`src/rtl/tetromino_render_pkg.sv`:
```
// Shared encodings and offset table for the tetromino renderer.
// Offsets are in cell units relative to the piece reference cell, range -1..2.
package tetromino_render_pkg;

   localparam int DEFAULT_SIZE = 16;

   typedef enum logic [2:0] {
      PT_I   = 3'd0,
      PT_O   = 3'd1,
      PT_T   = 3'd2,
      PT_S   = 3'd3,
      PT_Z   = 3'd4,
      PT_J   = 3'd5,
      PT_L   = 3'd6,
      PT_RSV = 3'd7
   } piece_type_t;

   typedef enum logic [1:0] {
      OP_LOAD   = 2'd0,
      OP_MOVE   = 2'd1,
      OP_ROTATE = 2'd2,
      OP_CLEAR  = 2'd3
   } op_t;

   typedef enum logic {
      ST_IDLE = 1'b0,
      ST_BUSY = 1'b1
   } state_t;

   typedef struct packed {
      logic signed [2:0] dx;
      logic signed [2:0] dy;
   } offset_t;

   localparam logic signed [2:0] M1 = -3'sd1;
   localparam logic signed [2:0] Z0 = 3'sd0;
   localparam logic signed [2:0] P1 = 3'sd1;
   localparam logic signed [2:0] P2 = 3'sd2;

   // Each rotation turns the previous one a quarter turn about the reference
   // cell, then shifts the I bar back into the -1..2 window.
   localparam offset_t SHAPE_TBL [0:6][0:3][0:3] = '{
      // I
      '{ '{'{M1,Z0}, '{Z0,Z0}, '{P1,Z0}, '{P2,Z0}},
         '{'{Z0,M1}, '{Z0,Z0}, '{Z0,P1}, '{Z0,P2}},
         '{'{P2,Z0}, '{P1,Z0}, '{Z0,Z0}, '{M1,Z0}},
         '{'{Z0,P2}, '{Z0,P1}, '{Z0,Z0}, '{Z0,M1}} },
      // O
      '{ '{'{Z0,Z0}, '{P1,Z0}, '{Z0,P1}, '{P1,P1}},
         '{'{Z0,Z0}, '{Z0,P1}, '{M1,Z0}, '{M1,P1}},
         '{'{Z0,Z0}, '{M1,Z0}, '{Z0,M1}, '{M1,M1}},
         '{'{Z0,Z0}, '{Z0,M1}, '{P1,Z0}, '{P1,M1}} },
      // T
      '{ '{'{M1,Z0}, '{Z0,Z0}, '{P1,Z0}, '{Z0,P1}},
         '{'{Z0,M1}, '{Z0,Z0}, '{Z0,P1}, '{M1,Z0}},
         '{'{P1,Z0}, '{Z0,Z0}, '{M1,Z0}, '{Z0,M1}},
         '{'{Z0,P1}, '{Z0,Z0}, '{Z0,M1}, '{P1,Z0}} },
      // S
      '{ '{'{Z0,Z0}, '{P1,Z0}, '{Z0,P1}, '{M1,P1}},
         '{'{Z0,Z0}, '{Z0,P1}, '{M1,Z0}, '{M1,M1}},
         '{'{Z0,Z0}, '{M1,Z0}, '{Z0,M1}, '{P1,M1}},
         '{'{Z0,Z0}, '{Z0,M1}, '{P1,Z0}, '{P1,P1}} },
      // Z
      '{ '{'{M1,Z0}, '{Z0,Z0}, '{Z0,P1}, '{P1,P1}},
         '{'{Z0,M1}, '{Z0,Z0}, '{M1,Z0}, '{M1,P1}},
         '{'{P1,Z0}, '{Z0,Z0}, '{Z0,M1}, '{M1,M1}},
         '{'{Z0,P1}, '{Z0,Z0}, '{P1,Z0}, '{P1,M1}} },
      // J
      '{ '{'{M1,Z0}, '{Z0,Z0}, '{P1,Z0}, '{P1,P1}},
         '{'{Z0,M1}, '{Z0,Z0}, '{Z0,P1}, '{M1,P1}},
         '{'{P1,Z0}, '{Z0,Z0}, '{M1,Z0}, '{M1,M1}},
         '{'{Z0,P1}, '{Z0,Z0}, '{Z0,M1}, '{P1,M1}} },
      // L
      '{ '{'{M1,Z0}, '{Z0,Z0}, '{P1,Z0}, '{M1,P1}},
         '{'{Z0,M1}, '{Z0,Z0}, '{Z0,P1}, '{M1,M1}},
         '{'{P1,Z0}, '{Z0,Z0}, '{M1,Z0}, '{P1,M1}},
         '{'{Z0,P1}, '{Z0,Z0}, '{Z0,M1}, '{P1,P1}} }
   };

endpackage

```
`src/rtl/tetromino_shape_rom.sv`:
```
// Combinational lookup of one cell offset for (type, rotation, cell index).
// The reserved type code reads as S so the output is always a defined shape.
module tetromino_shape_rom
   import tetromino_render_pkg::*;
(
   input  piece_type_t       piece_type,
   input  logic [1:0]        rot,
   input  logic [1:0]        idx,
   output logic signed [2:0] dx,
   output logic signed [2:0] dy
);

   piece_type_t ti;
   offset_t     ent;

   always_comb begin
      ti  = (piece_type == PT_RSV) ? PT_S : piece_type;
      ent = SHAPE_TBL[ti][rot][idx];
      dx  = ent.dx;
      dy  = ent.dy;
   end

endmodule

```
`src/rtl/tetromino_render.sv`:
```
// Tetromino piece state, 4-cycle shadow update with atomic commit, and pixel hit test.
// en_inner/en_edge are registered (1 cycle from addr); cmd_ready drops while an update is in flight.
module tetromino_render
   import tetromino_render_pkg::*;
#(
   parameter int SIZE = DEFAULT_SIZE,
   parameter int X_W  = 10,
   parameter int Y_W  = 10
) (
   input  logic           clk,
   input  logic           rst_n,
   input  logic [X_W-1:0] addr_x,
   input  logic [Y_W-1:0] addr_y,
   input  logic           cmd_valid,
   output logic           cmd_ready,
   input  logic [1:0]     cmd_op,
   input  logic [2:0]     cmd_type,
   input  logic [X_W-1:0] cmd_x,
   input  logic [Y_W-1:0] cmd_y,
   output logic           upd_done,
   output logic           en_inner,
   output logic           en_edge
);

   localparam int LOG2 = $clog2(SIZE);
   localparam int XE   = X_W + 2;
   localparam int YE   = Y_W + 2;

   state_t              state, state_nxt;
   op_t                 op;
   logic                rdy_q;
   logic                accept;
   piece_type_t         piece_type;
   logic [1:0]          rot;
   logic [X_W-1:0]      ref_x;
   logic [Y_W-1:0]      ref_y;
   logic                visible;
   logic                show;
   logic [1:0]          idx;
   logic signed [2:0]   dx, dy;
   logic [XE-1:0]       sum_x;
   logic [YE-1:0]       sum_y;
   logic signed [X_W:0] new_x;
   logic signed [Y_W:0] new_y;
   logic signed [X_W:0] sh_x [0:2];
   logic signed [Y_W:0] sh_y [0:2];
   logic signed [X_W:0] cx   [0:3];
   logic signed [Y_W:0] cy   [0:3];
   logic [XE-1:0]       lx;
   logic [YE-1:0]       ly;
   logic [3:0]          hit_in, hit_ed;

   assign op        = op_t'(cmd_op);
   assign cmd_ready = rdy_q && (state == ST_IDLE);
   assign accept    = cmd_valid && cmd_ready;

   tetromino_shape_rom u_rom (
      .piece_type (piece_type),
      .rot        (rot),
      .idx        (idx),
      .dx         (dx),
      .dy         (dy)
   );

   // Cells past the pixel range are parked at the most negative origin so
   // they can never alias back into the visible area.
   always_comb begin
      sum_x = {2'b00, ref_x} + ({{(XE-3){dx[2]}}, dx} << LOG2);
      sum_y = {2'b00, ref_y} + ({{(YE-3){dy[2]}}, dy} << LOG2);
      new_x = (sum_x[XE-1:XE-2] == 2'b01) ? {1'b1, {X_W{1'b0}}} : sum_x[X_W:0];
      new_y = (sum_y[YE-1:YE-2] == 2'b01) ? {1'b1, {Y_W{1'b0}}} : sum_y[Y_W:0];
   end

   always_comb begin
      state_nxt = state;
      case (state)
         ST_IDLE: if (accept && (op != OP_CLEAR)) state_nxt = ST_BUSY;
         ST_BUSY: if (idx == 2'd3) state_nxt = ST_IDLE;
         default: state_nxt = ST_IDLE;
      endcase
   end

   always_ff @(posedge clk or negedge rst_n) begin
      if (!rst_n) begin
         piece_type <= PT_I;
         rot        <= 2'd0;
         ref_x      <= '0;
         ref_y      <= '0;
         visible    <= 1'b0;
      end else if (accept) begin
         case (op)
            OP_LOAD: begin
               piece_type <= (cmd_type == 3'd7) ? PT_S : piece_type_t'(cmd_type);
               rot        <= 2'd0;
               ref_x      <= cmd_x;
               ref_y      <= cmd_y;
               visible    <= 1'b1;
            end
            OP_MOVE: begin
               ref_x <= cmd_x;
               ref_y <= cmd_y;
            end
            OP_ROTATE: rot     <= rot + 2'd1;
            default:   visible <= 1'b0;
         endcase
      end
   end

   // The last cell goes straight from the adder into the committed set, so
   // all four origins change on the same edge.
   always_ff @(posedge clk or negedge rst_n) begin
      if (!rst_n) begin
         state    <= ST_IDLE;
         rdy_q    <= 1'b0;
         idx      <= 2'd0;
         upd_done <= 1'b0;
         show     <= 1'b0;
         for (int i = 0; i < 3; i++) begin
            sh_x[i] <= '0;
            sh_y[i] <= '0;
         end
         for (int i = 0; i < 4; i++) begin
            cx[i] <= '0;
            cy[i] <= '0;
         end
      end else begin
         state    <= state_nxt;
         rdy_q    <= 1'b1;
         upd_done <= 1'b0;
         if (state == ST_BUSY) begin
            idx <= idx + 2'd1;
            if (idx == 2'd3) begin
               for (int i = 0; i < 3; i++) begin
                  cx[i] <= sh_x[i];
                  cy[i] <= sh_y[i];
               end
               cx[3]    <= new_x;
               cy[3]    <= new_y;
               show     <= visible;
               upd_done <= 1'b1;
            end else begin
               for (int i = 0; i < 3; i++) begin
                  if (idx == 2'(i)) begin
                     sh_x[i] <= new_x;
                     sh_y[i] <= new_y;
                  end
               end
            end
         end else begin
            idx <= 2'd0;
         end
         if (accept && (op == OP_CLEAR)) show <= 1'b0;
      end
   end

   // Local offsets are taken modulo the extended width; a pixel left of or
   // above a cell wraps to a large value and fails the < SIZE test.
   always_comb begin
      hit_in = '0;
      hit_ed = '0;
      lx     = '0;
      ly     = '0;
      for (int i = 0; i < 4; i++) begin
         lx = {2'b00, addr_x} - {cx[i][X_W], cx[i]};
         ly = {2'b00, addr_y} - {cy[i][Y_W], cy[i]};
         if ((lx < XE'(SIZE)) && (ly < YE'(SIZE))) begin
            if ((lx == '0) || (ly == '0) || (lx == XE'(SIZE - 1)) || (ly == YE'(SIZE - 1)))
               hit_ed[i] = 1'b1;
            else
               hit_in[i] = 1'b1;
         end
      end
   end

   always_ff @(posedge clk or negedge rst_n) begin
      if (!rst_n) begin
         en_inner <= 1'b0;
         en_edge  <= 1'b0;
      end else begin
         en_inner <= show && (|hit_in);
         en_edge  <= show && (|hit_ed);
      end
   end

endmodule

```
`config.mk`:
```
export PLATFORM = sky130hd
export DESIGN_NAME = tetromino_render
export DESIGN_NICKNAME = d
export VERILOG_FILES = /design/src/rtl/tetromino_render_pkg.sv /design/src/rtl/tetromino_shape_rom.sv /design/src/rtl/tetromino_render.sv
export SDC_FILE = /design/constraint.sdc
export NUM_CORES = 1
export LEC_CHECK = 0
export CAP_MARGIN = 5
export CORE_MARGIN = 1
export CORE_UTILIZATION = 35
export CTS_CLUSTER_SIZE = 16
export DETAILED_ROUTE_END_ITERATION = 12
export GPL_TIMING_DRIVEN = 0
export PLACE_DENSITY = 0.6
export SETUP_SLACK_MARGIN = 0.02
export SYNTH_ARGS = -nofsm -noshare
export SYNTH_HDL_FRONTEND = slang
export SYNTH_SLANG_ARGS = --single-unit
export TNS_END_PERCENT = 5
```
`constraint.sdc`:
```
create_clock -name clk -period 9 [get_ports clk]
set_input_delay 1.8 -clock clk [delete_from_list [all_inputs] [get_ports clk]]
set_output_delay 1.8 -clock clk [all_outputs]
set_load 0.05 [all_outputs]
```
==> metrics.csv <==
metric,value,unit
CP endpoint kind,flop,
Netlist Area Pre-Place,0.01246,sq mm
part of the Yosys area used for sequential elements,37.74,%
Post-Synth XOR/XNOR Area,2.168,%
Post-CTS Setup Inserts,0,
Post-Syn Nets,1634,
Compound-Gate Fraction of Synth Area,21.52,%
post-route ant nets,0,
first-pass GRT wire length,58.10,mm
Die W,190.7,um
"commonest non-fill, non-tap cell in the layout",nand2_1,
outcome,"finished, final reports clean",
fill count,3533,
# rows,68,
largest family of logic cells by synthesized area,compound AO/OA/AOI/OAI gates,
critical-path cell list,clkdlybuf4s50_1 -> inv_1 -> ha_1 -> inv_1 -> fa_1 -> and2_1 -> o21ai_0 -> and3_1 -> a221oi_1 -> nor4_2 -> o211ai_1 -> or4_1 -> or4_1 -> o221ai_2,
P_leak,0.006097,uW
CTS buffer count,17,
worst hold start,sh_x[32],
CTS tree,yes,
"FF+latch count, synth",188,
Max-slew headroom,40.44,%
"Period Utilization, post-route",57.75,%
Overall Global Routing Usage,20.90,%
number of global-route vias before repair,10540,
Sw Pwr,2450,uW
final setup fails,0,
"Req. time, crit path",9.36,ns
final net count,1705,
Final Wtd Congestion,0.8961,
core area,0.03480,sq mm
die span in y,190.7,um
Clock Power Share,15.2,%
unrepaired setup endpoints after global routing,no,
die area,0.03637,sq mm
"Reg clk slew, reported paths",0.07,ns
Register Area,0.004705,sq mm
Seq pwr share,28.2,%
clk root buf,clkbuf_16,
hold_buf cts,0,
CP Max Fanout,4,
Vias/cell,5.431,
R2R depth,16,
initial drt markers,1085,
ratio of cells with drive above 1 in the final layout,4.379,%
Routed wire per std cell,18.38,um
Crit Path Category,in2reg,
fin. max-slew vios,0,
adder-cell share of the synthesized area,12.25,%
syn avg cell area,8.479,sq um
Resized cells post-CTS,0,
initial antenna violation count,1,
Synth cell types,76,
number of synthesized flops with an enable pin,0,
Port Buf Inserts,51,
Synth Area in Simple Gates,17.85,%
Combinational Power Share,56.6,%
Async SR Flop Fraction,100.0,%
Routed WL,36.90,mm
Via Count,10905,
clk buf depth,2,
Hold Path Stages,2,
Int Pwr,2693,uW
CP Launch Type,input pin,
setup slack at placement,3.438,ns
prevailing post-synth register cell,dfrtp_1,
slowest cell delay on critical path,0.61,ns
worst min path class,reg2reg,
most frequent cells in the layout,"nand2_1 (271), dfrtp_1 (188), o21ai_0 (160), inv_1 (133), ha_1 (106)",
H-tree Lvls,4,
grt ovf,0,
1st-pass router iterations,6,
slowest CP cell,or4_1,
multi-input logic area,0.007066,sq mm
Post-Syn Instances,1470,
boundary pin count,52,
worst slew pin tran,0.8934,ns
PD cells,363.1,mW/mm^2
Initial Util,35.82,%
Final HPWL DP,28.67,mm
Area growth syn-to-layout,13.63,%
"Hold Violations, Final",0,
Fin Hold WS,0.4674,ns
ANT cells,0,
clock period minus worst slack,5.197,ns
worst reg2reg setup slack,4.43,ns
Fmax,192.4,MHz
post-route worst setup slack,3.803,ns
Worst VDD drop,0.1486,mV
DRC violations left,0,
FF-to-FF Start,piece_type[0],
Hold EP,cx[43],
Synth Warn #,0,
number of max-cap violations,0,
mux contribution to synthesized area,2.871,%
clock sinks,188,
reg-to-reg critical path endpoint,sh_y[27],
sw frac,47.63,%
largest net degree at the start of global routing,106,
Worst Path Arrival,5.56,ns
clock latency on the worst-skew pair,0.44,ns
Post-Route Skew,0.009451,ns
==> synthesized netlist by cell type (all sizes together) (5+ instances only) <==
| master | number | share of area [%] |
|---|---|---|
| nand2 | 271 | 8.2 |
| dfrtp | 188 | 38 |
| o21ai | 170 | 6.9 |
| inv | 133 | 4.0 |
| ha | 106 | 11 |
| a21oi | 73 | 2.9 |
| nor2 | 72 | 2.2 |
| o31ai | 50 | 3.0 |
| clkbuf | 48 | 1.4 |
| nand2b | 25 | 1.3 |
| nand3 | 22 | 0.88 |
| mux2 | 20 | 1.8 |
| nor2b | 19 | 1.0 |
| xnor2 | 17 | 1.3 |
| nor3 | 15 | 0.60 |
| o22ai | 15 | 0.75 |
| o21a | 14 | 0.84 |
| xor2 | 13 | 0.91 |
| a31oi | 12 | 0.60 |
| mux2i | 11 | 0.88 |
| fa | 10 | 1.6 |
| a211oi | 9 | 0.54 |
| and2 | 9 | 0.45 |
| o211ai | 9 | 0.54 |
| a21o | 8 | 0.48 |
| nor4 | 8 | 0.45 |
| o21bai | 7 | 0.42 |
| a2111oi | 6 | 0.42 |
| nand3b | 6 | 0.36 |
| nand4 | 6 | 0.30 |
| nor3b | 6 | 0.36 |
| or3 | 6 | 0.30 |
| o2111ai | 5 | 0.35 |
| or4 | 5 | 0.30 |
==> logic make-up after synthesis <==
group,Yosys count
xor gates and xnor gates,30
muxes,32
AOI/OAI and AO/OA,429
DFF,188
buffers and inverters,185
adders and majority gates,116
and+or+nand+nor,489
other,1
==> power groups by stage <==
| stage | sequential [uW] | clock [uW] | combinational, uW |
|---|---|---|---|
| 3_3_place_gp | 1450 | 0 | 2830 |
| 5_1_grt | 1490 | 829 | 3280 |
| 6_report | 1450 | 782 | 2910 |
| 3_5_place_dp | 1460 | 0 | 2870 |
| 4_1_cts | 1440 | 794 | 2890 |
| 2_1_floorplan | 1370 | 0 | 2130 |
==> area by class of cell <==
cell class,instances,share of cell area (%)
Sequential cell,188,33.22
Clock inverter,13,1.042
Buffer,51,1.352
Clock buffer,18,3.101
Multi-Input combinational cell,1097,49.89
Timing Repair Buffer,52,3.834
Inverter,134,3.551
Tap cell,455,4.019
==> critical path: cells and delay by family <==
kind                     cells  cell delay [ns]
AO/OA/AOI/OAI                4             0.68
buffers and inverters        3             0.69
AND/OR/NAND/NOR              5             1.75
adder cells (fa/ha/maj)      2             0.63
==> sequential cells by signal (all words and copies together) (netlist names) <==
| register | flops |
|---|---|
| rot | 2 |
| cx | 44 |
| en_edge | 1 |
| en_inner | 1 |
| sh_y | 33 |
| ref_y | 10 |
| upd_done | 1 |
| cy | 44 |
| visible | 1 |
| sh_x | 33 |
| rdy_q | 1 |
| ref_x | 10 |
| idx | 2 |
| piece_type | 3 |
| show | 1 |
| state | 1 |
==> metrics by stage <==
stage               instance area, sq um  instances  power (uW)  utilization [%]  TNS, ns
floorplan                          12460       1470        3496                -        0
global placement                   13540       1976        4279            38.92  -351.84
detailed placement                 13580       1977        4333            39.02        0
CTS                                14160       2008        5130            40.70        0
global route                       14160       2008        5592            40.70        0
finish                             14160       2008        5143            40.70        0
==> metal layers <==
| metal | global-route usage (%) | up-vias | wire, um |
|---|---|---|---|
| li1 | - | 5325 | - |
| met1 | 28.73 | 5242 | 17460 |
| met2 | 33.76 | 276 | 16840 |
| met3 | 3.184 | 60 | 1694 |
| met4 | 6.185 | 2 | 887 |
| met5 | 0 | - | 19 |
==> worst max-delay path by stage <==
stage,startpoint,endpoint,slack [ns]
final,addr_y[0],en_inner,3.80
after global routing,addr_y[0],en_inner,3.60
after CTS,addr_y[0],en_inner,3.88
after detailed placement,addr_y[0],en_inner,3.44
after global placement,rst_n,cx[22],-1.89
after floorplan,addr_y[0],en_inner,4.27
No activity file was read; power rests on OpenSTA's default activity.
